### src/rtl/ram_port_arbiter_if.sv
// Purpose: one master's request/response bundle toward the RAM port arbiter.
// Latency: gnt is same-cycle combinational; rvalid/rdata/err follow one cycle after gnt.
// Backpressure: the master holds req until gnt; responses are never stalled.
interface ram_port_arbiter_if;
    logic        req;
    logic        we;
    logic [31:0] addr;
    logic [31:0] wdata;
    logic [2:0]  size;
    logic        gnt;
    logic        rvalid;
    logic [31:0] rdata;
    logic        err;

    modport master (
        output req, we, addr, wdata, size,
        input  gnt, rvalid, rdata, err
    );

    modport slave (
        input  req, we, addr, wdata, size,
        output gnt, rvalid, rdata, err
    );
endinterface

### src/rtl/ram_port_arbiter.sv
// Purpose: shares one single-port RAM between fetch (m0) and load/store (m1), screening each access.
// Latency: grant and RAM strobes in cycle N, registered response pulse in N+1.
// Backpressure: losing master simply keeps req high; m0 is forced through after STARVE_MAX losses.
module ram_port_arbiter #(
    parameter int unsigned DEPTH_WORDS = 4096,
    parameter int unsigned STARVE_MAX  = 4
) (
    input  logic                clk,
    input  logic                rst,
    ram_port_arbiter_if.slave   m0,
    ram_port_arbiter_if.slave   m1,
    output logic [31:0]         mem_addr_o,
    output logic [31:0]         mem_data_o,
    output logic                mem_we_o,
    output logic                mem_re_o,
    output logic [2:0]          mem_size_o,
    input  logic [31:0]         mem_data_i
);

    localparam int unsigned CW = (STARVE_MAX < 1) ? 1 : $clog2(STARVE_MAX + 1);
    localparam logic [CW-1:0] STARVE_MAX_C = CW'(STARVE_MAX);
    // Compared at 33 bits so a 4 GiB RAM cannot wrap the limit to zero.
    localparam logic [32:0] ADDR_LIMIT = 33'(DEPTH_WORDS) * 33'd4;

    logic [CW-1:0] starve_cnt_q, starve_cnt_d;
    logic          resp_valid_q, resp_valid_d;
    logic          resp_owner_q, resp_owner_d;
    logic          resp_err_q,   resp_err_d;
    logic          resp_load_q,  resp_load_d;

    logic          gnt0, gnt1, any_gnt;
    logic          sel_we;
    logic [31:0]   sel_addr, sel_wdata;
    logic [2:0]    sel_size;
    logic          acc_err;
    logic [31:0]   resp_rdata;

    // Arbitration: m1 has priority unless m0 has lost STARVE_MAX contended cycles in a row.
    always_comb begin
        gnt0 = 1'b0;
        gnt1 = 1'b0;
        if (!rst) begin
            if (m0.req && m1.req) begin
                gnt0 = (starve_cnt_q == STARVE_MAX_C);
                gnt1 = !gnt0;
            end else begin
                gnt0 = m0.req;
                gnt1 = m1.req;
            end
        end
    end

    assign m0.gnt  = gnt0;
    assign m1.gnt  = gnt1;
    assign any_gnt = gnt0 | gnt1;

    // Steer the granted master's access fields onto a common path.
    always_comb begin
        sel_we    = gnt1 ? m1.we    : m0.we;
        sel_addr  = gnt1 ? m1.addr  : m0.addr;
        sel_wdata = gnt1 ? m1.wdata : m0.wdata;
        sel_size  = gnt1 ? m1.size  : m0.size;
    end

    // Screen the selected access for alignment, store-size legality and range.
    always_comb begin
        acc_err = 1'b0;
        case (sel_size)
            3'd0:    acc_err = 1'b0;
            3'd1:    acc_err = sel_addr[0];
            3'd2:    acc_err = |sel_addr[1:0];
            3'd3:    acc_err = sel_we;
            3'd4:    acc_err = sel_addr[0] | sel_we;
            default: acc_err = 1'b1;
        endcase
        if ({1'b0, sel_addr} >= ADDR_LIMIT) begin
            acc_err = 1'b1;
        end
    end

    // Drive the RAM port; rejected accesses carry address/data but no strobe.
    always_comb begin
        mem_addr_o = '0;
        mem_data_o = '0;
        mem_size_o = '0;
        mem_we_o   = 1'b0;
        mem_re_o   = 1'b0;
        if (any_gnt) begin
            mem_addr_o = sel_addr;
            mem_data_o = sel_wdata;
            mem_size_o = sel_size;
            mem_we_o   = sel_we  && !acc_err;
            mem_re_o   = !sel_we && !acc_err;
        end
    end

    // Next-state: starvation counter and the one-deep response pipeline stage.
    always_comb begin
        starve_cnt_d = starve_cnt_q;
        if (!m0.req || gnt0) begin
            starve_cnt_d = '0;
        end else if (gnt1 && (starve_cnt_q != STARVE_MAX_C)) begin
            starve_cnt_d = starve_cnt_q + CW'(1);
        end
        resp_valid_d = any_gnt;
        resp_owner_d = gnt1;
        resp_err_d   = any_gnt && acc_err;
        resp_load_d  = any_gnt && !sel_we;
    end

    // State register; reset drops any response still in flight.
    always_ff @(posedge clk) begin
        if (rst) begin
            starve_cnt_q <= '0;
            resp_valid_q <= 1'b0;
            resp_owner_q <= 1'b0;
            resp_err_q   <= 1'b0;
            resp_load_q  <= 1'b0;
        end else begin
            starve_cnt_q <= starve_cnt_d;
            resp_valid_q <= resp_valid_d;
            resp_owner_q <= resp_owner_d;
            resp_err_q   <= resp_err_d;
            resp_load_q  <= resp_load_d;
        end
    end

    // Route the registered response to its owner; everything else reads zero.
    always_comb begin
        resp_rdata = (resp_valid_q && resp_load_q && !resp_err_q) ? mem_data_i : 32'd0;
        m0.rvalid  = resp_valid_q && !resp_owner_q;
        m0.err     = resp_valid_q && !resp_owner_q && resp_err_q;
        m0.rdata   = (resp_valid_q && !resp_owner_q) ? resp_rdata : 32'd0;
        m1.rvalid  = resp_valid_q && resp_owner_q;
        m1.err     = resp_valid_q && resp_owner_q && resp_err_q;
        m1.rdata   = (resp_valid_q && resp_owner_q) ? resp_rdata : 32'd0;
    end

endmodule

### src/flat_wrapper.sv
// flat-port wrapper written by rule: the top's interface ports become plain ports
module ram_port_arbiter_flat 
#(
    parameter int unsigned DEPTH_WORDS = 4096,
    parameter int unsigned STARVE_MAX  = 4
)
  (clk, rst, mem_addr_o, mem_data_o, mem_we_o, mem_re_o, mem_size_o, mem_data_i, m0_req, m0_we, m0_addr, m0_wdata, m0_size, m0_gnt, m0_rvalid, m0_rdata, m0_err, m1_req, m1_we, m1_addr, m1_wdata, m1_size, m1_gnt, m1_rvalid, m1_rdata, m1_err);
  ram_port_arbiter_if m0_i ();
  ram_port_arbiter_if m1_i ();
  input  logic clk;
  input  logic rst;
  output logic [31:0] mem_addr_o;
  output logic [31:0] mem_data_o;
  output logic mem_we_o;
  output logic mem_re_o;
  output logic [2:0] mem_size_o;
  input  logic [31:0] mem_data_i;
  input wire logic [$bits(m0_i.req)-1:0] m0_req;
  input wire logic [$bits(m0_i.we)-1:0] m0_we;
  input wire logic [$bits(m0_i.addr)-1:0] m0_addr;
  input wire logic [$bits(m0_i.wdata)-1:0] m0_wdata;
  input wire logic [$bits(m0_i.size)-1:0] m0_size;
  output wire logic [$bits(m0_i.gnt)-1:0] m0_gnt;
  output wire logic [$bits(m0_i.rvalid)-1:0] m0_rvalid;
  output wire logic [$bits(m0_i.rdata)-1:0] m0_rdata;
  output wire logic [$bits(m0_i.err)-1:0] m0_err;
  input wire logic [$bits(m1_i.req)-1:0] m1_req;
  input wire logic [$bits(m1_i.we)-1:0] m1_we;
  input wire logic [$bits(m1_i.addr)-1:0] m1_addr;
  input wire logic [$bits(m1_i.wdata)-1:0] m1_wdata;
  input wire logic [$bits(m1_i.size)-1:0] m1_size;
  output wire logic [$bits(m1_i.gnt)-1:0] m1_gnt;
  output wire logic [$bits(m1_i.rvalid)-1:0] m1_rvalid;
  output wire logic [$bits(m1_i.rdata)-1:0] m1_rdata;
  output wire logic [$bits(m1_i.err)-1:0] m1_err;
  assign m0_i.req = m0_req;
  assign m0_i.we = m0_we;
  assign m0_i.addr = m0_addr;
  assign m0_i.wdata = m0_wdata;
  assign m0_i.size = m0_size;
  assign m0_gnt = m0_i.gnt;
  assign m0_rvalid = m0_i.rvalid;
  assign m0_rdata = m0_i.rdata;
  assign m0_err = m0_i.err;
  assign m1_i.req = m1_req;
  assign m1_i.we = m1_we;
  assign m1_i.addr = m1_addr;
  assign m1_i.wdata = m1_wdata;
  assign m1_i.size = m1_size;
  assign m1_gnt = m1_i.gnt;
  assign m1_rvalid = m1_i.rvalid;
  assign m1_rdata = m1_i.rdata;
  assign m1_err = m1_i.err;
  ram_port_arbiter #(.DEPTH_WORDS(DEPTH_WORDS), .STARVE_MAX(STARVE_MAX)) u_core (.clk(clk), .rst(rst), .m0(m0_i), .m1(m1_i), .mem_addr_o(mem_addr_o), .mem_data_o(mem_data_o), .mem_we_o(mem_we_o), .mem_re_o(mem_re_o), .mem_size_o(mem_size_o), .mem_data_i(mem_data_i));
endmodule
### config.mk
export PLATFORM = sky130hd
export DESIGN_NAME = ram_port_arbiter_flat
export DESIGN_NICKNAME = d
export VERILOG_FILES = /design/src/rtl/ram_port_arbiter_if.sv /design/src/rtl/ram_port_arbiter.sv /design/src/flat_wrapper.sv
export SDC_FILE = /design/constraint.sdc
export NUM_CORES = 1
export LEC_CHECK = 0
export ABC_CLOCK_PERIOD_IN_PS = 1800
export BUFFER_PORTS_ARGS = -buffer_cell sky130_fd_sc_hd__buf_2
export CAP_MARGIN = 0
export CORE_AREA = 2 2 119 121
export DETAILED_ROUTE_END_ITERATION = 12
export DIE_AREA = 0 0 121 123
export GPL_TIMING_DRIVEN = 0
export PLACE_DENSITY = 0.51
export SLEW_MARGIN = 25
export SYNTH_ARGS = -nofsm -noshare
export SYNTH_HDL_FRONTEND = slang
export SYNTH_SLANG_ARGS = --single-unit
### constraint.sdc
create_clock -name clk -period 1.8 [get_ports clk]
set_input_delay 0.18 -clock clk [delete_from_list [all_inputs] [get_ports clk]]
set_output_delay 0.18 -clock clk [all_outputs]
set_load 0.005 [all_outputs]
==> out/metrics.cfg <==
[status]
run_status = finished, violations left
violations = setup timing

[global_route]
grt_pass1_vias = 3371
grt_antenna_before_repair = 0
grtUsageTotal_pct = 14.74
grt_start_max_net_pins = 11
grt_remaining_overflow = 0
grt_pass1_wl_um = 17360

[floorplan]
coreArea_um2 = 13610
num_rows = 43
fp.dieW_um = 121
ios = 311
start_util_pct = 14.08
die_h_um = 123
dieArea_um2 = 14880

[cells_and_area]
antennaDiodeCount = 0
layout-drive-gt1-share_pct = 56.77
nets = 869
stdcell_count = 874
area_delta_synth_final_pct = 118.8

[yosys]
yosys.cell_count.top_type = nand2_1
ys_types = 27
synth_area_leaders = nand2_1, and2_1, a21oi_1, dfxtp_1, nor4_1
synth_top_area_cell = nand2_1
ys_seq_elements = 7
synth_commonest_cells = nand2_1, a21oi_1, and2_1
synth_flop_cell = dfxtp_1
synth_seq_area_share_pct = 7.311
synth_edf_count = 0
synthArstFlopShare_pct = 0
ys.warnings.count = 0
syn_nets = 539
netlist.area_leader.share_pct = 27.02
syn-instance-count = 365
syn-cell-area_um2 = 1917
syn_avg_cell_area_um2 = 5.252

[worst_setup_path]
required_ns = 1.62
cp.arrival_ns = 1.79
r2r_end = u_core.resp_err_q$_SDFF_PP0_
crit_path_end_kind = output pin
cp_cell_sequence = inv_2 > ha_4 > nand3_2 > nand3b_1 > buf_6 > inv_8 > buf_8 > buf_6 > nand2_1 > a21oi_1 > buf_2
r2r_slack_ns = 0.27
worstSetupPathType = register to output pin
critPathLaunch = u_core.starve_cnt_q[1]$_SDFFE_PP0P_
cp_slowest_stage_delay_ns = 0.32
crit_path_max_fanout = 8
start_kind = register
r2r-start = u_core.starve_cnt_q[1]$_SDFFE_PP0P_
slowest_stage = dfxtp_2
reg2reg_depth = 9
crit_top_cell = buf_6

[clock_network]
clock-sinks = 7
root_buffer = clkbuf_16
clockBufferDepth = 2
cts_tree = built
cts_inserted_buffers = 3
clk_pin_slew_ns = 0.03
clkLatencyLatePin_ns = 0.23
htree_levels = 1
holdBufCountCts = 0

[timing]
slew_headroom_pct = 58.27
hold_viol = 0
max_freq_mhz = 506.6
worst_pin_slew_ns = 0.6260
drv_slew = 0
setup_ws_ns = -0.1740
tns_ns = -8.307
final-setup-viol-count = 69
finClkSkew_ns = 0.0001885
rsz0062_at_grt = true
fin_crit_sh_pct = 109.7
fin_crit_ns = 1.974

[detailed_routing]
ant_nets = 0
wl_per_cell_um = 13.83
wl_um = 12090
num_vias = 3627
drc_errors = 0
drt_iter0_markers = 129
firstDrtPassIters = 4
vias_per_cell = 4.150

[power_and_ir_drop]
leakagePower_nw = 2.509
ir_drop_uv = 187.6
p_per_area_nw_per_um2 = 303.4

[hold_path]
hp-class = primary input to register
min_from = m1_req
hold_path_depth = 3
min_to = u_core.starve_cnt_q[2]$_SDFFE_PP0P_

[placement]
place_inst = 855
port_buffers = 310
gp_congestion = 0.8035
dp_hpwl_um = 10350
pre_cts_slack_ns = -0.3331

[run]
cap_violations = 0

==> power breakdown <==
part / total (mW) / internal (mW) / switching [mW]
registers: 0.168 / 0.163 / 0.00489
logic: 0.734 / 0.369 / 0.365
clock network: 0.370 / 0.294 / 0.0765
total: 1.27 / 0.826 / 0.446
==> placed cells by master (no fill, tap or decap), types with 2 or more instances in the layout <==
cell type / instances
nor2_1: 10
nand2_4: 6
nand3_1: 3
a21oi_1: 52
nor3_1: 3
nor2b_1: 2
buf_8: 6
inv_1: 4
nor4_1: 9
buf_12: 2
buf_2: 313
inv_2: 2
nand2_2: 4
nor3_4: 2
buf_6: 10
buf_4: 11
a31oi_1: 2
and2_1: 67
nand2_1: 128
clkbuf_1: 6
clkbuf_2: 6
dfxtp_1: 5
dfxtp_2: 2
clkbuf_16: 3
a21oi_2: 17
==> state kept, by name, summed over array words and instances, names as in the netlist <==
register and count:
u_core.starve_cnt_q 3, u_core.resp_valid_q 1, u_core.resp_err_q 1, u_core.resp_owner_q 1, u_core.resp_load_q 1
==> through the flow <==
stage	power [mW]	area (µm²)	hold WS, ns	util, %
detailed placement	0.8084	3694	0.4370	27.13
global placement	0.8090	3694	0.4336	27.13
global route	1.374	4194	0.2477	30.81
finish	1.272	4194	0.2157	30.81
floorplan	0.4196	1917	0.2938	-
CTS	1.260	4081	0.2106	29.98
==> logic make-up after synthesis <==
logic type	count (synthesis)	share of synthesized area [%]
AO/OA/AOI/OAI	75	20.56
adder cells (fa/ha/maj)	2	1.305
buffers and inverters	36	9.595
flip-flops	7	7.310
multiplexers	2	1.044
AND/OR/NAND/NOR	243	60.18
==> worst max-delay path: cells and delay by family (launching register included) <==
| kind | cells | cell delay [ns] |
|---|---|---|
| buf+inv | 6 | 0.71 |
| flops | 1 | 0.32 |
| simple gates | 3 | 0.22 |
| fa+ha+maj | 1 | 0.15 |
| compound gates | 1 | 0.15 |
==> layer usage <==
layer / part of all wire, % / vias to the layer above / GRT usage (%)
met2: 53 / 198 / 29.88
met1: 38 / 1579 / 16.19
li1: - / 1844 / -
met3: 8.3 / 6 / 1.983
met4: 0.77 / 0 / 2.762
met5: 0 / - / 0
==> layout make-up <==
class                   count  area (µm²)
inverters                   7       33.78
plain buffers              29       240.2
multi-input cells         322        1765
clock buffers               4       78.83
repair buffers            325        1708
fillers                  1576        9418
flip-flops and latches      7       142.6
well taps                 180       225.2
==> worst max-delay path by stage <==
stage,endpoint,depth (start not counted)
floorplan,mem_data_o[10],10
global placement,mem_data_o[8],11
detailed placement,mem_data_o[8],11
CTS,mem_data_o[8],11
global route,mem_data_o[9],11
finish,mem_data_o[10],11
==> what timing repair did <==
item | in CTS | in global routing
pin swaps | 18 | 10
endpoints found under the setup margin | 84 | 130
gates cloned | 1 | 0
gates resized for setup | 58 | 35
buffers inserted | 10 | 4
Note: power is estimated with default switching activity, not from simulation.
